--- src/rtl/hazard_ctrl_pkg.sv ---
// Shared types and constants for the pipeline hazard controller.
package hazard_ctrl_pkg;

    typedef enum logic [1:0] {
        RUN    = 2'd0,
        DRAIN  = 2'd1,
        HALTED = 2'd2
    } hz_state_t;

    localparam logic [4:0] XZR          = 5'd31;
    localparam logic [1:0] DRAIN_CYCLES = 2'd3;

    // A load into the zero register never creates a real dependency.
    function automatic logic load_use(input logic       mem_read,
                                      input logic [4:0] rd,
                                      input logic [4:0] rn,
                                      input logic [4:0] rm);
        return mem_read && (rd != XZR) && ((rd == rn) || (rd == rm));
    endfunction

endpackage

--- src/rtl/hazard_ctrl_if.sv ---
// Pipeline-side signals of the hazard controller; master = pipeline, slave = controller.
interface hazard_ctrl_if #(
    parameter int CW = 16
);
    logic [4:0]    rn_D;
    logic [4:0]    rm_D;
    logic          halt_D;
    logic          memRead_E;
    logic [4:0]    rd_E;
    logic          branchTaken_M;
    logic          pcWrite;
    logic          ifidWrite;
    logic          flush_D;
    logic          flush_E;
    logic          flush_M;
    logic          pcSrc;
    logic          halted;
    logic [CW-1:0] stallCount;
    logic [CW-1:0] flushCount;

    modport master (
        output rn_D, rm_D, halt_D, memRead_E, rd_E, branchTaken_M,
        input  pcWrite, ifidWrite, flush_D, flush_E, flush_M, pcSrc, halted,
               stallCount, flushCount
    );

    modport slave (
        input  rn_D, rm_D, halt_D, memRead_E, rd_E, branchTaken_M,
        output pcWrite, ifidWrite, flush_D, flush_E, flush_M, pcSrc, halted,
               stallCount, flushCount
    );
endinterface

--- src/rtl/hazard_ctrl_sat_counter.sv ---
// Event counter that sticks at all-ones instead of wrapping.
module sat_counter #(
    parameter int W = 16
) (
    input  logic         clk,
    input  logic         reset,
    input  logic         inc,
    output logic [W-1:0] count
);
    always_ff @(posedge clk or negedge reset) begin
        if (!reset) begin
            count <= '0;
        end else if (inc && (count != {W{1'b1}})) begin
            count <= count + 1'b1;
        end
    end
endmodule

--- src/rtl/hazard_ctrl.sv ---
// Stall/flush/halt controller for a five-stage pipeline; control outputs are
// combinational from state and inputs, state and counters are registered.
module hazard_ctrl
    import hazard_ctrl_pkg::*;
#(
    parameter int CW = 16
) (
    input  logic          clk,
    input  logic          reset,
    hazard_ctrl_if.slave  bus,
    output hz_state_t     state_dbg
);
    hz_state_t  state, state_nxt;
    logic [1:0] drain_cnt, drain_nxt;
    logic       lu, br;
    logic       stall_ev, flush_ev;
    logic       pc_write, ifid_write, fl_d, fl_e, fl_m, pc_src, halted_o;

    assign lu = load_use(bus.memRead_E, bus.rd_E, bus.rn_D, bus.rm_D);
    assign br = bus.branchTaken_M;

    always_ff @(posedge clk or negedge reset) begin
        if (!reset) begin
            state     <= RUN;
            drain_cnt <= 2'd0;
        end else begin
            state     <= state_nxt;
            drain_cnt <= drain_nxt;
        end
    end

    always_comb begin
        state_nxt = state;
        drain_nxt = drain_cnt;
        case (state)
            RUN: begin
                if (br) begin
                    drain_nxt = 2'd0;
                end else if (!lu && bus.halt_D) begin
                    state_nxt = DRAIN;
                    drain_nxt = DRAIN_CYCLES;
                end
            end
            DRAIN: begin
                // A taken branch means the halt was fetched down the wrong path.
                if (br) begin
                    state_nxt = RUN;
                    drain_nxt = 2'd0;
                end else begin
                    drain_nxt = drain_cnt - 2'd1;
                    if (drain_cnt == 2'd1) state_nxt = HALTED;
                end
            end
            HALTED: begin
                state_nxt = HALTED;
            end
            default: begin
                state_nxt = RUN;
                drain_nxt = 2'd0;
            end
        endcase
    end

    // Reset presents the free-running RUN outputs regardless of inputs.
    always_comb begin
        pc_write   = 1'b1;
        ifid_write = 1'b1;
        fl_d       = 1'b0;
        fl_e       = 1'b0;
        fl_m       = 1'b0;
        pc_src     = 1'b0;
        halted_o   = 1'b0;
        stall_ev   = 1'b0;
        flush_ev   = 1'b0;
        if (reset) begin
            case (state)
                RUN, DRAIN: begin
                    if (br) begin
                        pc_src   = 1'b1;
                        fl_d     = 1'b1;
                        fl_e     = 1'b1;
                        fl_m     = 1'b1;
                        flush_ev = 1'b1;
                    end else if (state == RUN && lu) begin
                        pc_write   = 1'b0;
                        ifid_write = 1'b0;
                        fl_e       = 1'b1;
                        stall_ev   = 1'b1;
                    end else if (state == DRAIN || bus.halt_D) begin
                        pc_write   = 1'b0;
                        ifid_write = 1'b0;
                        fl_d       = 1'b1;
                    end
                end
                HALTED: begin
                    pc_write   = 1'b0;
                    ifid_write = 1'b0;
                    fl_d       = 1'b1;
                    fl_e       = 1'b1;
                    fl_m       = 1'b1;
                    halted_o   = 1'b1;
                end
                default: ;
            endcase
        end
    end

    assign bus.pcWrite   = pc_write;
    assign bus.ifidWrite = ifid_write;
    assign bus.flush_D   = fl_d;
    assign bus.flush_E   = fl_e;
    assign bus.flush_M   = fl_m;
    assign bus.pcSrc     = pc_src;
    assign bus.halted    = halted_o;
    assign state_dbg     = state;

    sat_counter #(.W(CW)) u_stall_cnt (
        .clk   (clk),
        .reset (reset),
        .inc   (stall_ev),
        .count (bus.stallCount)
    );

    sat_counter #(.W(CW)) u_flush_cnt (
        .clk   (clk),
        .reset (reset),
        .inc   (flush_ev),
        .count (bus.flushCount)
    );
endmodule
--- src/flat_wrapper.sv ---
// flat-port wrapper written by rule: the top's interface ports become plain ports
module hazard_ctrl_flat import hazard_ctrl_pkg::*;
#(
    parameter int CW = 16
)
  (clk, reset, state_dbg, bus_rn_D, bus_rm_D, bus_halt_D, bus_memRead_E, bus_rd_E, bus_branchTaken_M, bus_pcWrite, bus_ifidWrite, bus_flush_D, bus_flush_E, bus_flush_M, bus_pcSrc, bus_halted, bus_stallCount, bus_flushCount);
  hazard_ctrl_if #(.CW(CW)) bus_i ();
  input  logic clk;
  input  logic reset;
  output hz_state_t state_dbg;
  input wire logic [$bits(bus_i.rn_D)-1:0] bus_rn_D;
  input wire logic [$bits(bus_i.rm_D)-1:0] bus_rm_D;
  input wire logic [$bits(bus_i.halt_D)-1:0] bus_halt_D;
  input wire logic [$bits(bus_i.memRead_E)-1:0] bus_memRead_E;
  input wire logic [$bits(bus_i.rd_E)-1:0] bus_rd_E;
  input wire logic [$bits(bus_i.branchTaken_M)-1:0] bus_branchTaken_M;
  output wire logic [$bits(bus_i.pcWrite)-1:0] bus_pcWrite;
  output wire logic [$bits(bus_i.ifidWrite)-1:0] bus_ifidWrite;
  output wire logic [$bits(bus_i.flush_D)-1:0] bus_flush_D;
  output wire logic [$bits(bus_i.flush_E)-1:0] bus_flush_E;
  output wire logic [$bits(bus_i.flush_M)-1:0] bus_flush_M;
  output wire logic [$bits(bus_i.pcSrc)-1:0] bus_pcSrc;
  output wire logic [$bits(bus_i.halted)-1:0] bus_halted;
  output wire logic [$bits(bus_i.stallCount)-1:0] bus_stallCount;
  output wire logic [$bits(bus_i.flushCount)-1:0] bus_flushCount;
  assign bus_i.rn_D = bus_rn_D;
  assign bus_i.rm_D = bus_rm_D;
  assign bus_i.halt_D = bus_halt_D;
  assign bus_i.memRead_E = bus_memRead_E;
  assign bus_i.rd_E = bus_rd_E;
  assign bus_i.branchTaken_M = bus_branchTaken_M;
  assign bus_pcWrite = bus_i.pcWrite;
  assign bus_ifidWrite = bus_i.ifidWrite;
  assign bus_flush_D = bus_i.flush_D;
  assign bus_flush_E = bus_i.flush_E;
  assign bus_flush_M = bus_i.flush_M;
  assign bus_pcSrc = bus_i.pcSrc;
  assign bus_halted = bus_i.halted;
  assign bus_stallCount = bus_i.stallCount;
  assign bus_flushCount = bus_i.flushCount;
  hazard_ctrl #(.CW(CW)) u_core (.clk(clk), .reset(reset), .bus(bus_i), .state_dbg(state_dbg));
endmodule
--- config.mk ---
export PLATFORM = sky130hd
export DESIGN_NAME = hazard_ctrl_flat
export DESIGN_NICKNAME = d
export VERILOG_FILES = /design/src/rtl/hazard_ctrl_pkg.sv /design/src/rtl/hazard_ctrl_if.sv /design/src/rtl/hazard_ctrl_sat_counter.sv /design/src/rtl/hazard_ctrl.sv /design/src/flat_wrapper.sv
export SDC_FILE = /design/constraint.sdc
export NUM_CORES = 1
export LEC_CHECK = 0
export CAP_MARGIN = 20
export CORE_UTILIZATION = 25
export CTS_BUF_LIST = sky130_fd_sc_hd__clkbuf_16
export DETAILED_ROUTE_END_ITERATION = 8
export HOLD_SLACK_MARGIN = 0.03
export PLACE_DENSITY = 0.59
export SETUP_SLACK_MARGIN = 0.3
export SLEW_MARGIN = 10
export SYNTH_ARGS = -nofsm -noshare
export SYNTH_HDL_FRONTEND = slang
export SYNTH_SLANG_ARGS = --single-unit
--- constraint.sdc ---
create_clock -name clk -period 3.5 [get_ports clk]
set_clock_uncertainty 0.2 [all_clocks]
set_input_delay 0.35 -clock clk [delete_from_list [all_inputs] [get_ports clk]]
set_output_delay 0.35 -clock clk [all_outputs]
set_load 0.02 [all_outputs]
Word-level counts from Yosys, hierarchy flattened
Index checks and enable logic that the tools add are counted.
{"block": "word_totals", "ff_bits": 36, "input_bits": 20, "output_inout_bits": 41, "elab_cells": 66}
{"block": "classes", "add_sub_neg": 3, "n_eq_ne": 12, "n_mux": 33, "bitwise": 1, "reduce_logical": 13}
{"cell": "$add 16x1->16 const B", "n": 2}
{"cell": "$ne 16x16->1 const B", "n": 2}
{"cell": "$mux 1", "n": 20}
{"cell": "$mux 2", "n": 7}
{"cell": "$pmux 2 s3", "n": 2}
{"cell": "$eq 5x5->1", "n": 2}
{"cell": "$pmux 1 s2", "n": 4}
{"cell": "$logic_and 1x1->1", "n": 6}
{"cell": "$ne 3x2->1 const B", "n": 2}
{"cell": "$ne 5x5->1 const B", "n": 1}
{"cell": "$eq 2x1->1 const B", "n": 2}
{"cell": "$reduce_and 3->1", "n": 1}
{"cell": "$eq 2x2->1 const B", "n": 1}
{"cell": "$logic_not 2->1", "n": 1}
{"cell": "$logic_or 1x1->1", "n": 2}
{"cell": "$ne 2x1->1 const B", "n": 1}
{"cell": "$ne 2x2->1 const B", "n": 1}
{"cell": "$reduce_and 2->1", "n": 1}
{"cell": "$reduce_or 2->1", "n": 1}
{"cell": "$sub 2x1->2 const B", "n": 1}
{"cell": "$logic_not 1->1", "n": 1}
{"cell": "$not 1->1", "n": 1}

Longest topological paths before layout
Gate-level depths: netlist (run 1).
{"block": "logic_depth", "ltp_word": 9, "mapped_depth": 8, "ltp_nobuf": 7}

Cells and area by module
From an unflattened synthesis (run 1), not the netlist that was laid out.
{"block": "unflattened", "cells_unflattened": 203, "hier_area_um2": 2117.0}
{"module": "sat_counter (u_core.u_flush_cnt)", "n_inst": 1, "cells_each": 72, "area_each_um2": 859.6, "seq_area_each_um2": 400.4}
{"module": "sat_counter (u_core.u_stall_cnt)", "n_inst": 1, "cells_each": 72, "area_each_um2": 782.0, "seq_area_each_um2": 400.4}
{"module": "hazard_ctrl", "n_inst": 1, "cells_each": 59, "area_each_um2": 475.5, "seq_area_each_um2": 100.1}

Worst setup path before layout (run 1)
OpenSTA, ideal clock, no wires.
{"block": "synth_timing", "kind": "reg2reg", "startpoint": "register u_core.u_stall_cnt.count[0]", "endpoint": "register u_core.u_stall_cnt.count[1]", "setup_time_ns": 0.125, "arrival_ns": 1.719, "required_ns": 3.175, "path_slack_ns": 1.456, "stages_incl_launch_ff": 8, "n_path_buf": 1, "period_less_slack_ns": 2.044, "path_cell_list": "dfrtp_1 -> ha_1 -> nand2_1 -> nor3_4 -> nand4_1 -> and4bb_1 -> buf_6 -> mux2_4"}
{"block": "synth_between", "elab_chain_cells": 2, "word_cells_on_any_way": 3, "cone_classes": "add/sub: 1; eq/ne: 1; reduce/logical: 1"}
{"element": "from (decl)", "line": "hazard_ctrl_sat_counter.sv:8", "text": "output logic [W-1:0] count"}
{"element": "from (signal assigned)", "line": "hazard_ctrl_sat_counter.sv:14", "text": "count <= count + 1'b1;"}
{"element": "parallel branches: the longest is 2 deep, another holds $add 16x1->16"}
Several ways; the timed one is not identified.
A chain may end at the register's enable or synchronous reset.

Worst setup path in the final report (run 1)
{"block": "layout_timing", "startpoint": "input port bus_rd_E[3]", "endpoint": "output port bus_ifidWrite"}
{"block": "layout_between", "elab_chain_cells": 8, "word_cells_on_any_way": 11, "cone_classes": "eq/ne: 3; mux: 4; reduce/logical: 4"}
{"element": "from (decl)", "line": "flat_wrapper.sv:15", "text": "input wire logic [$bits(bus_i.rd_E)-1:0] bus_rd_E;"}
{"element": "$ne 5x5->1 / $eq 5x5->1 (equally long branches)", "line": "hazard_ctrl_pkg.sv:18", "text": "return mem_read && (rd != XZR) && ((rd == rn) || (rd == rm));"}
{"element": "$logic_and 1x1->1 / $logic_or 1x1->1 (equally long branches)", "line": "hazard_ctrl_pkg.sv:18"}
{"element": "$logic_and 1x1->1 (*)", "line": "hazard_ctrl_pkg.sv:18"}
{"element": "$logic_and 1x1->1 (*)", "line": "hazard_ctrl.sv:84", "text": "end else if (state == RUN && lu) begin"}
{"element": "$mux 1 (*)", "line": "hazard_ctrl.sv:84"}
{"element": "$mux 1 (*)", "line": "hazard_ctrl.sv:78", "text": "if (br) begin"}
{"element": "$pmux 1 s2 (*)", "line": "hazard_ctrl.sv:76", "text": "case (state)"}
{"element": "$mux 1 (*)", "line": "hazard_ctrl.sv:75", "text": "if (reset) begin"}
{"element": "to (decl)", "line": "flat_wrapper.sv:18", "text": "output wire logic [$bits(bus_i.ifidWrite)-1:0] bus_ifidWrite;"}
Every way passes the cells marked *; elsewhere a longest branch is shown, timed or not.

==> results of run 1 <==
path summary, 6_finish.rpt:
path	from	endpoint	slack [ns]	depth (start not counted)
min in group asynchronous	reset	u_core.drain_cnt[0]$_DFFE_PN0P_	0.39	3
max	bus_rd_E[3]	bus_ifidWrite	0.60	7
max reg2reg	u_core.u_stall_cnt.count[0]$_DFFE_PN0P_	u_core.u_stall_cnt.count[1]$_DFFE_PN0P_	1.40	6
min	u_core.u_stall_cnt.count[14]$_DFFE_PN0P_	u_core.u_stall_cnt.count[14]$_DFFE_PN0P_	0.28	1
min reg2reg	u_core.u_stall_cnt.count[14]$_DFFE_PN0P_	u_core.u_stall_cnt.count[14]$_DFFE_PN0P_	0.28	1
max in group asynchronous	reset	u_core.u_stall_cnt.count[6]$_DFFE_PN0P_	2.42	3
cell families after synthesis:
kind of cell	count (synthesis)
AOI/OAI and AO/OA	15
muxes	2
and+or+nand+nor	86
buffers and inverters	7
xor gates and xnor gates	40
adders and majority gates	3
DFF	36
Yosys cell counts, drive strengths merged, types with 3 or more instances:
cell,n,share of area (%)
xor2,7,3.1
a21oi,5,1.3
nand2,24,4.6
buf,4,1.8
o21ai,5,1.3
nor2,12,2.4
nand3,16,4.9
ha,3,1.9
nand4,12,3.8
and3,7,2.2
xnor2,33,15
nor3,4,2.2
dfrtp,36,46
inv,3,0.58
layout by cell type (no fill, tap or decap), drive strengths merged:
cell type / n
ha: 3
and4bb: 1
o22ai: 1
and4: 2
nand2: 24
o21ai: 5
clkinv: 3
nand3: 16
xor2: 7
nor2b: 1
nor4: 2
and3: 7
o21a: 1
a21oi: 5
and2: 2
mux2: 2
nand2b: 2
nor3: 4
o211ai: 1
a211o: 1
dfrtp: 36
nand4: 12
nor2: 12
clkbuf: 5
inv: 3
buf: 3
xnor2: 33
clkdlybuf4s50: 59
nor3b: 1
dlygate4sd3: 1
o41ai: 1
power groups by stage:
stage	Sequential [mW]	Clock [mW]	Combinational, mW
floorplan	0.604	0	0.209
finish	0.561	0.435	0.444
global route	0.575	0.466	0.487
detailed placement	0.569	0	0.447
CTS	0.562	0.453	0.450
global placement	0.568	0	0.443
layer usage:
layer,wire length (um),up-vias
met5,0,-
met4,47,0
met3,234,6
met2,2040,47
met1,1990,759
li1,-,790
flip-flops by register name (all words and copies together) (netlist names):
signal and cells:
u_core.u_flush_cnt.count 16, u_core.drain_cnt 2, u_core.state_dbg 2, u_core.u_stall_cnt.count 16
area by class of cell:
cell class | instances | area, um^2
inverters | 3 | 11.3
multi-input cells | 146 | 1010
clock buffers | 5 | 125
repair buffers | 63 | 621
fillers | 734 | 4600
flip-flops and latches | 36 | 901
clock inverters | 3 | 18.8
well taps | 99 | 124
worst max-delay path, delay by kind of cell:
family / cells / cell delay [ns]
and+or+nand+nor: 2 / 0.25
AOI/OAI and AO/OA: 2 / 0.54
xor gates and xnor gates: 1 / 0.13
buffers and inverters: 2 / 1.08
per-stage QoR:
stage	cells	area [um^2]	hold WS (ns)	utilization, %	setup slack, ns
4_1_cts	355	2810	0.285	37.9	0.556
3_5_place_dp	346	2660	0.154	35.9	0.565
3_3_place_gp	346	2660	0.155	35.9	0.607
6_report	355	2810	0.278	37.9	0.597
2_1_floorplan	189	1960	-0.146	-	1.46
5_1_grt	355	2810	0.322	37.9	0.434
==> impl_metrics.env, run 1 <==
export IMPL_status="finished, final reports clean"
export IMPL_max_freq_mhz=345
export IMPL_synth_top_family_by_area="simple AND/OR/NAND/NOR gates"
export IMPL_cts_buffers=5
export IMPL_grtUsageMet1_pct=14.4
export IMPL_arrival_ns=2.35
export IMPL_clk_pin_slew_ns=0.06
export IMPL_worstSetupPathType="input pin to output port"
export IMPL_io_pins=61
export IMPL_synth_ff_type="dfrtp_1"
export IMPL_synth_seq_cells=36
export IMPL_grt_overflow=0
export IMPL_finalSetupViolations=0
export IMPL_place_gp_congestion=0.729
export IMPL_cts_sink_count=36
export IMPL_p_sw_share_pct=33.2
export IMPL_pwr_share_comb_pct=30.9
export IMPL_hold_viol=0
export IMPL_cap_viol_max_count=0
export IMPL_syn_area_mm2=0.00196
export IMPL_layout_drive_gt1_share_pct=9.77
export IMPL_ys_warn_count=0
export IMPL_synth_avg_cell_area_um2=10.4
export IMPL_hp_class="flip-flop to flip-flop"
export IMPL_post_cts_buffers=0
export IMPL_cpMostUsedCell="clkdlybuf4s50_1"
export IMPL_ys_types=35
export IMPL_fp_dieW_um=90.5
export IMPL_portBuffers=60
export IMPL_drc=0
export IMPL_synth_mux_area_share_pct=1.53
export IMPL_cts_repair_resize_count=0
export IMPL_finalCritPeriodShare_pct=82.9
export IMPL_num_antenna_cells=0
export IMPL_cp_end_kind="output port"
export IMPL_power_density_mw_per_mm2=512
export IMPL_nets=278
export IMPL_synthCells=189
export IMPL_slowest_stage="clkdlybuf4s50_1"
export IMPL_async_flop_share_pct=100
export IMPL_synth_xor_xnor_area_share_pct=17.9
export IMPL_startpoint_type="input pin"
export IMPL_drt_wl_total_mm=4.31
export IMPL_core_area_mm2=0.00741
export IMPL_switchingPower_uw=478
export IMPL_syn_to_final_growth_pct=43.6
export IMPL_ys_seq_area_share_pct=46.0
export IMPL_synth_fa_ha_area_share_pct=1.92
export IMPL_top_usage_layer="met2"
export IMPL_grt_start_max_net_pins=27
export IMPL_clk_path_buf_depth=2
export IMPL_synth_nets=212
export IMPL_critPathMaxFanout=7
export IMPL_path_cells="clkdlybuf4s50_1, xnor2_1, nand3_1, o22ai_2, nand2b_2, a211o_1, clkdlybuf4s50_1"
export IMPL_power_frac_clock_pct=30.2
export IMPL_synth_compound_area_share_pct=4.86
export IMPL_fin_crit_ns=2.90
export IMPL_use_met3_pct=3.28
export IMPL_worst_ir_drop_vdd_mv=0.174
export IMPL_cts_tree="built"
export IMPL_ctsHoldBuffers=1
export IMPL_rsz0062_at_grt="no"
export IMPL_grt_pass1_vias=1565
export IMPL_cts_htree_levels=2
export IMPL_drt_iter0_drc=66
export IMPL_slew_violations=0
export IMPL_grt_usage_pct=11.3
export IMPL_antenna_found_initial=0
export IMPL_relSlewSlack_pct=67.5
export IMPL_max_stage_delay_ns=0.55
export IMPL_required_ns=2.95
export IMPL_viasPerCell=4.51
export IMPL_pwr_share_seq_pct=39.0
export IMPL_internal_power_uw=963
export IMPL_die_height_um=90.5
export IMPL_root_buffer="clkbuf_16"
export IMPL_setup_tns_ns=0
export IMPL_row_count=31
export IMPL_total_power_mw=1.44
export IMPL_grt_use_met2_pct=18.2
export IMPL_dpl_hpwl_mm=3.34
export IMPL_start_util_pct=26.4
export IMPL_grt_pass1_wl_mm=7.44
export IMPL_insertion_delay_ns=0.28
export IMPL_ant_nets=0
export IMPL_worst_pin_slew_ns=0.482
export IMPL_wl_per_cell_um=12.1
export IMPL_drt_first_pass_iters=4
export IMPL_synthSimpleGateAreaFrac_pct=25.4
export IMPL_leakagePower_nw=1.14
export IMPL_vias=1602
export IMPL_die_area_mm2=0.00819
export IMPL_synth_edf_count=0
Power figures use the tool's default switching activity.
==> run 2, diff against run 1 <==
- PLACE_DENSITY: 0.59 -> 0.61
- clock period: 3.5 -> 2.42 ns (I/O delays scaled with it)
==> run 2 against run 1 <==
Compared with the run above: sequential share of layout area down 1.0 points; clock power up 40%; flip-flop and latch count unchanged; count of clock-buffer cells in the layout unchanged; power up 46%; non-clock buffer count up 11.
==> impl_metrics.env, run 2 (same netlist as run 1, synthesis figures left out) <==
export IMPL_fin_crit_ns=2.06
export IMPL_status="finished, final reports clean"
export IMPL_portBuffers=60
export IMPL_grt_start_max_net_pins=37
export IMPL_layout_drive_gt1_share_pct=16.9
export IMPL_dp_slack_ns=-0.300
export IMPL_num_antenna_cells=0
export IMPL_layout_common_cells="clkdlybuf4s50_1 (38), dfrtp_1 (35), xnor2_1 (32), nand2_1 (24), dlygate4sd2_1 (14)"
export IMPL_hold_slack_ns=0.292
export IMPL_syn_to_final_growth_pct=48.6
export IMPL_drc=0
export IMPL_cts_buffers=5
export IMPL_arrival_ns=1.61
export IMPL_path_cells="dlygate4sd2_1, xnor2_2, nand3_1, o22ai_2, nand2b_4, a211o_1, buf_6"
export IMPL_top_regs="u_core.u_flush_cnt.count x16, u_core.u_stall_cnt.count x16"
export IMPL_cts_htree_levels=2
export IMPL_path_delay_family="compound AO/OA/AOI/OAI gates"
export IMPL_antenna_found_initial=0
export IMPL_die_height_um=90.5
export IMPL_insertion_delay_ns=0.27
export IMPL_root_buffer="clkbuf_16"
export IMPL_worst_ir_drop_vdd_mv=0.247
export IMPL_cp_end_kind="output port"
export IMPL_slew_violations=0
export IMPL_fp_dieW_um=90.5
export IMPL_worst_pin_slew_ns=0.324
export IMPL_io_pins=61
export IMPL_drt_wl_total_mm=4.48
export IMPL_finalCritPeriodShare_pct=85.0
export IMPL_finalSetupViolations=0
export IMPL_leakagePower_nw=1.23
export IMPL_grt_overflow=0
export IMPL_grt_usage_pct=11.7
export IMPL_start_util_pct=26.4
export IMPL_relSlewSlack_pct=78.2
export IMPL_drt_iter0_drc=56
export IMPL_core_area_mm2=0.00741
export IMPL_cts_sink_count=36
export IMPL_post_route_cell_area_mm2=0.00291
export IMPL_hp_class="flip-flop to flip-flop"
export IMPL_max_stage_delay_ns=0.32
export IMPL_clk_pin_slew_ns=0.05
export IMPL_startpoint_type="input pin"
export IMPL_slowest_stage="a211o_1"
export IMPL_dpl_hpwl_mm=3.26
export IMPL_hold_viol=0
export IMPL_dpl_cell_area_mm2=0.00272
export IMPL_final_common_cell="clkdlybuf4s50_1"
export IMPL_nets=289
export IMPL_ant_nets=0
export IMPL_clk_path_buf_depth=2
export IMPL_grt_pass1_wl_mm=7.75
export IMPL_die_area_mm2=0.00819
export IMPL_rsz0062_at_grt="no"
export IMPL_viasPerCell=4.47
export IMPL_max_freq_mhz=486
export IMPL_cap_viol_max_count=0
export IMPL_required_ns=1.98
export IMPL_power_density_mw_per_mm2=725
export IMPL_grt_pass1_vias=1697
export IMPL_wl_per_cell_um=12.2
export IMPL_cts_tree="built"
export IMPL_final_core_util_pct=39.3
export IMPL_vias=1635
export IMPL_place_gp_congestion=0.720
export IMPL_drt_first_pass_iters=4
export IMPL_worstSetupPathType="input pin to output port"
export IMPL_critPathMaxFanout=6
export IMPL_fin_ws_ns=0.363
export IMPL_row_count=31
export IMPL_cp_num_buf_inv=2
[run 2: power breakdown]
group / total, mW / switching, mW / leakage [nW] / internal [mW]
sequential: 0.766 / 0.0795 / 0.487 / 0.687
clock: 0.609 / 0.235 / 0.0710 / 0.374
combinational: 0.734 / 0.375 / 0.676 / 0.358
total: 2.11 / 0.690 / 1.23 / 1.42
[run 2: final cells by class]
cell class | instances | area, um^2
Tap cell | 99 | 124
Clock inverter | 3 | 13.8
Fill cell | 761 | 4500
Clock buffer | 5 | 125
Inverter | 3 | 11.3
Multi-Input combinational cell | 146 | 1030
Timing Repair Buffer | 74 | 706
Sequential cell | 36 | 902
[run 2: worst register-to-register path, cell delays in order (launching register included)]
cell and delay [ns]:
dfrtp_1 0.38, buf_4 0.17, nor3_4 0.25, nand2_1 0.11
and4bb_1 0.30, buf_4 0.18, mux2_4 0.31
[run 2: worst paths after layout]
check | from | to | slack (ns) | depth (start not counted)
setup reg to reg | u_core.state_dbg[0]$_DFFE_PN0P_ | u_core.u_stall_cnt.count[1]$_DFFE_PN0P_ | 0.43 | 6
hold / removal | u_core.u_flush_cnt.count[10]$_DFFE_PN0P_ | u_core.u_flush_cnt.count[10]$_DFFE_PN0P_ | 0.29 | 1
min in group asynchronous | reset | u_core.drain_cnt[1]$_DFFE_PN0P_ | 0.48 | 4
max in group asynchronous | reset | u_core.u_stall_cnt.count[3]$_DFFE_PN0P_ | 1.33 | 4
setup / recovery | bus_rm_D[3] | bus_pcWrite | 0.36 | 7
hold reg to reg | u_core.u_flush_cnt.count[10]$_DFFE_PN0P_ | u_core.u_flush_cnt.count[10]$_DFFE_PN0P_ | 0.29 | 1
[run 2: metrics by stage]
step / power, mW / std cells / setup TNS (ns)
6_report: 2.11 / 366 / 0
3_3_place_gp: 1.49 / 353 / -0.805
2_1_floorplan: 1.18 / 189 / 0
3_5_place_dp: 1.50 / 353 / -1.00
5_1_grt: 2.24 / 366 / 0
4_1_cts: 2.13 / 365 / 0
[run 2: repair_timing]
| action | in CTS | in global routing |
|---|---|---|
| hold endpoints to repair | 36 | 0 |
| setup endpoints to repair | 7 | 5 |
| resized for setup | 34 | 11 |
| pin swaps | 16 | 5 |
| hold buffers | 2 | 0 |
| setup buffers | 2 | 1 |
[run 2: per-layer routing]
layer  share of wire [%]  global-route usage (%)
met1                  45                    14.4
met2                  49                    19.6
met3                 5.8                    3.79
met4                0.36                    2.96
met5                   0                       0
==> run 3, diff against run 2 <==
- clock period: 2.42 -> 1.8 ns (I/O delays scaled with it)
==> run 3 against run 2 <==
Compared with the run above: the run now ends with negative setup slack left; first-iteration DRC count decreased by 11%; worst setup slack got worse by 0.44 ns; final area increased by 26%; register-to-register slack got worse by 0.50 ns; cell count increased by 17%; global-route usage increased by 1.3 points; worst hold slack got worse by 0.094 ns; highest routed layer unchanged.
==> impl_metrics.env, run 3 (same netlist as run 1, synthesis figures left out) <==
export IMPL_status="finished, violations left"
export IMPL_violations="negative setup slack"
export IMPL_nets=350
export IMPL_layout_common_cells="buf_4 (46), buf_6 (32), xnor2_1 (28), dfrtp_2 (21)"
export IMPL_vias=1932
export IMPL_critPathMaxFanout=9
export IMPL_dpl_hpwl_mm=3.77
export IMPL_grt_pass1_vias=1971
export IMPL_cts_sink_count=36
export IMPL_portBuffers=60
export IMPL_r2r_worst_path_cells=7
export IMPL_cp_end_kind="flip-flop"
export IMPL_startpoint_type="flip-flop"
export IMPL_cap_viol_max_count=0
export IMPL_cts_buffers=5
export IMPL_row_count=31
export IMPL_worst_ir_drop_vdd_mv=0.400
export IMPL_grt_pass1_wl_mm=8.70
export IMPL_viasPerCell=4.52
export IMPL_root_buffer="clkbuf_16"
export IMPL_num_antenna_cells=0
export IMPL_required_ns=1.76
export IMPL_drc=0
export IMPL_die_area_mm2=0.00819
export IMPL_fin_crit_ns=1.87
export IMPL_hold_viol=0
export IMPL_rsz0062_at_grt="yes"
export IMPL_grt_overflow=0
export IMPL_place_gp_congestion=0.759
export IMPL_wl_per_cell_um=12.4
export IMPL_finalCritPeriodShare_pct=104
export IMPL_cts_htree_levels=2
export IMPL_clk_pin_slew_ns=0.05
export IMPL_grt_usage_pct=13.0
export IMPL_final_core_util_pct=49.5
export IMPL_io_pins=61
export IMPL_top_regs="u_core.u_flush_cnt.count x16, u_core.u_stall_cnt.count x16"
export IMPL_worstSetupPathType="flip-flop to flip-flop"
export IMPL_drt_first_pass_iters=4
export IMPL_timing_rr_end="u_core.u_stall_cnt.count[1]$_DFFE_PN0P_"
export IMPL_whs_endpoint="u_core.state_dbg[0]$_DFFE_PN0P_"
export IMPL_antenna_found_initial=0
export IMPL_arrival_ns=1.83
export IMPL_insertion_delay_ns=0.27
export IMPL_die_height_um=90.5
export IMPL_total_power_mw=3.42
export IMPL_hp_class="input pin to flip-flop"
export IMPL_core_area_mm2=0.00741
export IMPL_syn_to_final_growth_pct=87.2
export IMPL_leakagePower_nw=1.75
export IMPL_worst_pin_slew_ns=0.515
export IMPL_final_common_cell="buf_4"
export IMPL_dp_cells=390
export IMPL_hold_path_startpoint="bus_branchTaken_M"
export IMPL_drt_iter0_drc=50
export IMPL_ant_nets=0
export IMPL_start_util_pct=26.4
export IMPL_holdPathStages=3
export IMPL_setup_tns_ns=-0.634
export IMPL_clk_path_buf_depth=2
export IMPL_fin_cells=427
export IMPL_hold_slack_ns=0.198
export IMPL_dp_slack_ns=-0.759
export IMPL_fin_ws_ns=-0.0748
export IMPL_power_density_mw_per_mm2=933
export IMPL_fp_dieW_um=90.5
export IMPL_regToRegSetupSlack_ns=-0.07
export IMPL_dpl_cell_area_mm2=0.00311
export IMPL_grt_start_max_net_pins=12
export IMPL_finalSetupViolations=18
export IMPL_slew_violations=0
export IMPL_post_route_cell_area_mm2=0.00367
export IMPL_relSlewSlack_pct=65.6
export IMPL_cts_tree="built"
export IMPL_max_freq_mhz=533
export IMPL_layout_drive_gt1_share_pct=55.8
export IMPL_worstReg2RegStart="u_core.u_stall_cnt.count[1]$_DFFE_PN0P_"
export IMPL_drt_wl_total_mm=5.31
export IMPL_n_fill_cell=687
run 3: cell count changes in the layout (fill, tap and decap cells not counted), sizes merged:
cell | before | now
dlygate4sd3 | 1 | 5
clkdlybuf4s15 | 3 | 16
buf | 16 | 90
clkdlybuf4s50 | 38 | 2
clkbuf | 7 | 11
dlygate4sd2 | 14 | 16
run 3: critical path, cell delays in order (launching register included):
cell and delay (ns):
dfrtp_2 0.38, ha_4 0.15, nand2_4 0.05, nor3_4 0.14
nand4_1 0.16, and4bb_1 0.25, buf_6 0.14, mux2_4 0.29
run 3: metal layers:
metal | global-route usage [%] | up-vias | wire (um)
met5 | 0 | - | 0
met3 | 3.03 | 9 | 214
li1 | - | 939 | -
met1 | 15.7 | 933 | 2320
met2 | 23.2 | 51 | 2680
met4 | 2.82 | 0 | 93
run 3: cell type report:
class / count / area, um^2 / share of cell area, %
multi-input cells: 146 / 1270 / 34.8
repair buffers: 135 / 1190 / 32.4
flip-flops and latches: 36 / 927 / 25.3
clock buffers: 5 / 125 / 3.41
well taps: 99 / 124 / 3.38
clock inverters: 3 / 13.8 / 0.375
inverters: 3 / 13.8 / 0.375
run 3: repair_timing:
| item | 4_1_cts | 5_1_grt |
|---|---|---|
| pin swaps | 42 | 28 |
| gates resized for setup | 181 | 42 |
| endpoints found under the hold margin | 36 | 0 |
| hold buffers | 5 | 0 |
| endpoints found under the setup margin | 76 | 53 |
| buffers inserted | 14 | 10 |
run 3: worst max-delay path by stage:
| stage | startpoint | endpoint | cells past startpoint |
|---|---|---|---|
| after floorplan | u_core.state_dbg[0]$_DFFE_PN0P_ | u_core.u_stall_cnt.count[1]$_DFFE_PN0P_ | 6 |
| after global placement | bus_rd_E[2] | bus_ifidWrite | 7 |
| after detailed placement | bus_rd_E[4] | bus_pcWrite | 7 |
| after CTS | u_core.u_stall_cnt.count[1]$_DFFE_PN0P_ | u_core.u_stall_cnt.count[1]$_DFFE_PN0P_ | 7 |
| after global routing | u_core.u_stall_cnt.count[1]$_DFFE_PN0P_ | u_core.u_stall_cnt.count[1]$_DFFE_PN0P_ | 7 |
| final | u_core.u_stall_cnt.count[1]$_DFFE_PN0P_ | u_core.u_stall_cnt.count[1]$_DFFE_PN0P_ | 7 |
run 3: power by group:
group          internal (mW)  switching [mW]  total [mW]
registers              0.939           0.183        1.12
logic                  0.844           0.643        1.49
clock network          0.502           0.310       0.812
==> RTL change 1 (settings of run 3) <==
`CW` is set to 16 in 3 places; all go to 15.
--- a/src/rtl/hazard_ctrl_if.sv
+++ b/src/rtl/hazard_ctrl_if.sv
@@ -1,6 +1,6 @@
 // Pipeline-side signals of the hazard controller; master = pipeline, slave = controller.
 interface hazard_ctrl_if #(
-    parameter int CW = 16
+    parameter int CW = 15
 );
     logic [4:0]    rn_D;
     logic [4:0]    rm_D;
--- a/src/rtl/hazard_ctrl.sv
+++ b/src/rtl/hazard_ctrl.sv
@@ -3,7 +3,7 @@
 module hazard_ctrl
     import hazard_ctrl_pkg::*;
 #(
-    parameter int CW = 16
+    parameter int CW = 15
 ) (
     input  logic          clk,
     input  logic          reset,
--- a/src/flat_wrapper.sv
+++ b/src/flat_wrapper.sv
@@ -1,7 +1,7 @@
 // flat-port wrapper written by rule: the top's interface ports become plain ports
 module hazard_ctrl_flat import hazard_ctrl_pkg::*;
 #(
-    parameter int CW = 16
+    parameter int CW = 15
 )
   (clk, reset, state_dbg, bus_rn_D, bus_rm_D, bus_halt_D, bus_memRead_E, bus_rd_E, bus_branchTaken_M, bus_pcWrite, bus_ifidWrite, bus_flush_D, bus_flush_E, bus_flush_M, bus_pcSrc, bus_halted, bus_stallCount, bus_flushCount);
   hazard_ctrl_if #(.CW(CW)) bus_i ();
Ports: changed (resized bus_flushCount and bus_stallCount); port bits go from 61 to 59. No check against the original RTL was run, so the function may have changed too.
==> RTL change 1 against run 3 <==
The run still ends with setup timing left; sequential cell count down 2; sequential power down 13%; setup slack worse by 42 ps; total power down 4.8%; hold slack better by 9.5 ps; combinational power down 3%; core utilization down 4.7 points; wire length up 8.3%; sequential share of layout area up 0.092 points; synthesized area up 0.96%; cell area down 6.1%; critical path type is now flop to output pin.
==> RTL change 1: results (changes against run 3) <==
number of fill cells 748 (was 687); routed wire length 5750 microns (was 5310 microns); VDD IR max 425 uV (was 400 uV); CTS Buffer Depth 2 (unchanged); H-Tree Depth 2 (unchanged); CTS root buf clkbuf_16 (unchanged); WP data arrival 1540 ps (was 1830 ps); sequential fraction of the synthesis area 0.430 (was 0.460); CP max FO 6 (was 9); hold path depth 3 (unchanged); drt pass-1 iters 4 (unchanged); dominant synthesized flop cell dfrtp_1 (unchanged); vias in the first global route 2021 (was 1971); GRT Overall Usage 0.147 (was 0.130); via density per instance 4.65 (was 4.52); top cells by count, synth 34 x dfrtp_1, 29 x xnor2_1, 18 x nand2_1, 13 x nand3_1 (was 36 x dfrtp_1, 33 x xnor2_1, 24 x nand2_1, 13 x nand3_1, 12 x nand4_1); Final setup viols 17 (was 18); Layout Nets 348 (was 350); global-route wire length before repair 9760 microns (was 8700 microns); layout cells sized above 1 0.531 (was 0.558); Port Buffer Count 58 (was 60); initial drt markers 59 (was 50); Yosys cell types 46 (was 35); ranking of synthesized cells by area dfrtp_1 43%, xnor2_1 13%, nand3_2 4.1% (was dfrtp_1 46%, xnor2_1 15%, nand2_1 4.6%); Reg area 873 sq um (was 927 sq um); post-place setup slack -735 ps (was -759 ps); Synthesized Nets 217 (was 212); synth warn 0 (unchanged); CTS Buf Count 5 (unchanged); Die X 90.9 microns (was 90.5 microns); failing checks setup timing (unchanged); Synth async-reset ratio 1.00 (unchanged); diodes inserted 0 (unchanged); Worst slew margin 0.672 (was 0.656); DP Area 0.00320 sq mm (was 0.00311 sq mm); Worst Hold Class input port to flop (unchanged); largest net degree at the start of global routing 15 (was 12); final setup margin -116 ps (was -74.8 ps); Pleak 1.55 nW (was 1.75 nW); total negative slack -631 ps (was -634 ps); Final GP Congestion 0.814 (was 0.759); reg2reg path depth 7 (unchanged); HPWL Detailed 4220 microns (was 3770 microns); largest registers in the final layout u_core.u_flush_cnt.count (15), u_core.u_stall_cnt.count (15) (was u_core.u_flush_cnt.count (16), u_core.u_stall_cnt.count (16)); outcome finished, violations left (unchanged); Reg clk slew, reported paths 60 ps; initial antenna violation count 0 (unchanged); clk_lat worst skew 280 ps
==> RTL change 1: cell types whose count changed after synthesis, sizes merged, moves of 3 or more <==
cell,change
a21oi,-3
nand3b,+3
nand2,-6
xnor2,-4
nand3,+5
and3,-4
inv,+3
==> RTL change 1: where the power goes <==
group	total (mW)	internal [mW]	switching (mW)
clock network	0.831	0.505	0.327
registers	0.977	0.888	0.0892
logic	1.45	0.764	0.685
==> RTL change 1: area by class of cell <==
type / instances / share of cell area
clock inverters: 3 / 0.00473
flip-flops and latches: 34 / 0.254
multi-input cells: 148 / 0.358
inverters: 7 / 0.00873
well taps: 102 / 0.0371
repair buffers: 129 / 0.301
clock buffers: 5 / 0.0364
==> RTL change 1: kinds of logic after synthesis <==
kind of cell	count (synthesis)	synth area share
multiplexers	4	0.0222
AO/OA/AOI/OAI	19	0.0798
buffers and inverters	12	0.0291
AND/OR/NAND/NOR	86	0.260
XOR/XNOR	36	0.159
adder cells (fa/ha/maj)	3	0.0190
flip-flops	34	0.430
==> RTL change 1: path summary, 6_finish.rpt <==
| check | slack, ps | startpoint | to |
|---|---|---|---|
| worst max-delay path | -120 | u_core.state_dbg[1]$_DFFE_PN0P_ | bus_flush_E |
| worst min-delay path | 210 | reset | u_core.u_flush_cnt.count[14]$_DFFE_PN0P_ |
| worst max register to register | -70 | u_core.state_dbg[1]$_DFFE_PN0P_ | u_core.u_stall_cnt.count[3]$_DFFE_PN0P_ |
| worst min register to register | 300 | u_core.u_stall_cnt.count[13]$_DFFE_PN0P_ | u_core.u_stall_cnt.count[13]$_DFFE_PN0P_ |
| max in group asynchronous | 580 | reset | u_core.u_stall_cnt.count[5]$_DFFE_PN0P_ |
| min in group asynchronous | 390 | reset | u_core.drain_cnt[0]$_DFFE_PN0P_ |
==> RTL change 1: repair_timing <==
| action | 4_1_cts | 5_1_grt |
|---|---|---|
| gates resized for setup | 164 | 25 |
| pin swaps | 23 | 8 |
| buffers inserted | 8 | 3 |
| hold buffers | 4 | 0 |
| endpoints found under the setup margin | 71 | 57 |
| hold endpoints to repair | 34 | 0 |
==> RTL change 1: critical path, stage by stage, from the launching register on <==
cell	delay, ps
dfrtp_2	440
buf_4	160
buf_4	130
buf_6	110
o311a_4	290
buf_6	130
==> RTL change 1: stage by stage <==
step                cells  hold slack, ps
floorplan             194            -316
global placement      405            32.2
detailed placement    405            38.1
CTS                   425             204
global route          428             243
finish                428             208
==> RTL change 1: routing by layer <==
layer,up-vias,track usage,part of all wire
met3,3,0.0295,0.043
met5,-,0,0
li1,960,-,-
met2,50,0.249,0.49
met4,0,0.0317,0.0059
met1,976,0.194,0.46
==> RTL change 2 (config.mk and constraints of run 3) <==
Made on the original files. Reset style: synchronous (`reset`), changed in 2 clocked blocks.
--- a/src/rtl/hazard_ctrl_sat_counter.sv
+++ b/src/rtl/hazard_ctrl_sat_counter.sv
@@ -7,7 +7,7 @@
     input  logic         inc,
     output logic [W-1:0] count
 );
-    always_ff @(posedge clk or negedge reset) begin
+    always_ff @(posedge clk) begin
         if (!reset) begin
             count <= '0;
         end else if (inc && (count != {W{1'b1}})) begin
--- a/src/rtl/hazard_ctrl.sv
+++ b/src/rtl/hazard_ctrl.sv
@@ -19,7 +19,7 @@
     assign lu = load_use(bus.memRead_E, bus.rd_E, bus.rn_D, bus.rm_D);
     assign br = bus.branchTaken_M;
 
-    always_ff @(posedge clk or negedge reset) begin
+    always_ff @(posedge clk) begin
         if (!reset) begin
             state     <= RUN;
             drain_cnt <= 2'd0;
Behaviour: differs if reset is asserted again (counterexample within 4 cycles, from zero or initial values and one cycle with reset low); with reset held inactive, the same outputs for 10 cycles.
==> RTL change 2 against run 3 <==
The flow still finishes with violations (setup timing); cell area up 8.4%; die area down 1.9%; setup slack worse by 360 ps; non-clock buffer count up 29; wire length up 23%; hold slack better by 150 ps; synthesized area down 2.0%; sequential cell count unchanged.
Power is not compared: it rests on default switching activity, and its combinational part moved more than twofold at a synthesized area within 25%.
==> RTL change 2: results (changes against run 3) <==
CP max FO 6 (was 9); Final setup viols 22 (was 18); final setup margin -431 ps (was -74.8 ps); CTS Buf Count 5 (unchanged); Worst Hold Class flop to flop (was input port to flop); global-route wire length before repair 10200 microns (was 8700 microns); reg-to-reg endpoint u_core.u_stall_cnt.count[10]$_SDFFE_PN0P_ (was u_core.u_stall_cnt.count[1]$_DFFE_PN0P_); largest net degree at the start of global routing 26 (was 12); HPWL Detailed 4230 microns (was 3770 microns); outcome finished, violations left (unchanged); Fin Hold WS 347 ps (was 198 ps); GRT Overall Usage 0.163 (was 0.130); ranking of synthesized cells by area dfxtp_1 38%, xnor2_1 7.3%, nand2_1 5.1% (was dfrtp_1 46%, xnor2_1 15%, nand2_1 4.6%); Final GP Congestion 0.776 (was 0.759); Worst slew margin 0.788 (was 0.656); CTS root buf clkbuf_16 (unchanged); worst stage delay on the critical path 510 ps (was 380 ps); reg2reg path depth 8 (was 7); total negative slack -6140 ps (was -634 ps); sequential fraction of the synthesis area 0.375 (was 0.460); post-place setup slack -898 ps (was -759 ps); hold endpoint u_core.u_flush_cnt.count[5]$_SDFFE_PN0P_ (was u_core.state_dbg[0]$_DFFE_PN0P_); hold path depth 2 (was 3); via count 2328 (was 1932); reg2reg start u_core.u_stall_cnt.count[0]$_SDFFE_PN0P_ (was u_core.u_stall_cnt.count[1]$_DFFE_PN0P_); Pleak 1.77 nW; dominant synthesized flop cell dfxtp_1 (was dfrtp_1); placed insts 457 (was 390); layout cells sized above 1 0.539 (was 0.558); failing checks setup timing (unchanged); Synthesized Nets 259 (was 212); synth warn 0 (unchanged); top cells by count, synth 36 x dfxtp_1, 26 x nand2_1, 20 x nor2_1, 16 x nand3_1, 16 x xnor2_1 (was 36 x dfrtp_1, 33 x xnor2_1, 24 x nand2_1, 13 x nand3_1, 12 x nand4_1); Layout Nets 421 (was 350); Synth Area per Inst 8.13 sq um (was 10.4 sq um); initial drt markers 64 (was 50); final non-filler cell total 498 (was 427); DR WL/cell 13.1 microns (was 12.4 microns); Yosys cell types 41 (was 35); Synth async-reset ratio 0 (was 1.00); worst hold path startpoint u_core.u_flush_cnt.count[5]$_SDFFE_PN0P_ (was bus_branchTaken_M); Critical-path top delay cell or4b_4 (was dfrtp_2)
==> RTL change 2: changes by cell type in the layout (fill, tap and decap cells not counted), moves of 6 or more <==
cell	delta
buf_4	+33
dfrtp_2	-21
xnor2_1	-19
dfrtp_1	-15
dfxtp_1	+15
dfxtp_2	+13
dlygate4sd2_1	+9
nor2_1	+9
dfxtp_4	+8
nand3_2	-7
a21oi_1	+6
clkdlybuf4s15_1	-6
==> RTL change 2: timing repair <==
action	CTS	global route
resized for setup	189	54
pin swaps	52	32
endpoints found under the setup margin	76	53
buffers inserted	23	9
cloned	1	0
==> RTL change 2: per-stage QoR <==
step,area [sq um],util
floorplan,2090,-
global placement,3300,0.450
detailed placement,3300,0.450
CTS,3770,0.514
global route,3970,0.542
finish,3970,0.542
==> RTL change 2: worst max-delay path by stage <==
| stage | from | slack (ps) | end | cells after the start |
|---|---|---|---|---|
| 2_1_floorplan | u_core.u_stall_cnt.count[1]$_SDFFE_PN0P_ | -540 | u_core.u_stall_cnt.count[15]$_SDFFE_PN0P_ | 9 |
| 3_3_place_gp | bus_rd_E[2] | -850 | bus_pcWrite | 7 |
| 3_5_place_dp | bus_rd_E[2] | -900 | bus_ifidWrite | 7 |
| 4_1_cts | u_core.u_stall_cnt.count[1]$_SDFFE_PN0P_ | -470 | u_core.u_stall_cnt.count[8]$_SDFFE_PN0P_ | 8 |
| 5_1_grt | u_core.u_stall_cnt.count[0]$_SDFFE_PN0P_ | -500 | u_core.u_stall_cnt.count[10]$_SDFFE_PN0P_ | 8 |
| 6_report | u_core.u_stall_cnt.count[0]$_SDFFE_PN0P_ | -430 | u_core.u_stall_cnt.count[10]$_SDFFE_PN0P_ | 8 |
==> RTL change 2: layer usage <==
metal | wire [microns] | GRT usage | up-vias
li1 | - | - | 1168
met1 | 2660 | 0.183 | 1099
met2 | 3560 | 0.311 | 54
met3 | 253 | 0.0320 | 7
met4 | 55 | 0.0433 | 0
met5 | 0 | 0 | -
==> RTL change 2: power by group <==
part	total, mW	leakage, nW	switching (mW)	internal [mW]
Combinational	0.336	1.40	0.151	0.186
Sequential	0.802	0.304	0.00649	0.796
Clock	0.813	0.0738	0.316	0.498
Total	1.95	1.77	0.473	1.48
==> RTL change 2: layout make-up <==
type,count,area [sq um]
inverters,6,25.0
clock inverters,3,11.3
fillers,637,3360
well taps,99,124
clock buffers,5,125
multi-input cells,185,1500
flip-flops and latches,36,767
repair buffers,164,1420
==> RTL change 2: logic make-up after synthesis <==
family	share of synthesized area
buffers and inverters	0.0332
AOI/OAI and AO/OA	0.119
xor gates and xnor gates	0.110
DFF	0.375
muxes	0.0319
and+or+nand+nor	0.311
adders and majority gates	0.0196
==> RTL change 2: worst min-delay path, cell delays in order, from the launching register on <==
cell	delay [ps]
dfxtp_2	340
buf_4	110
mux2i_1	50
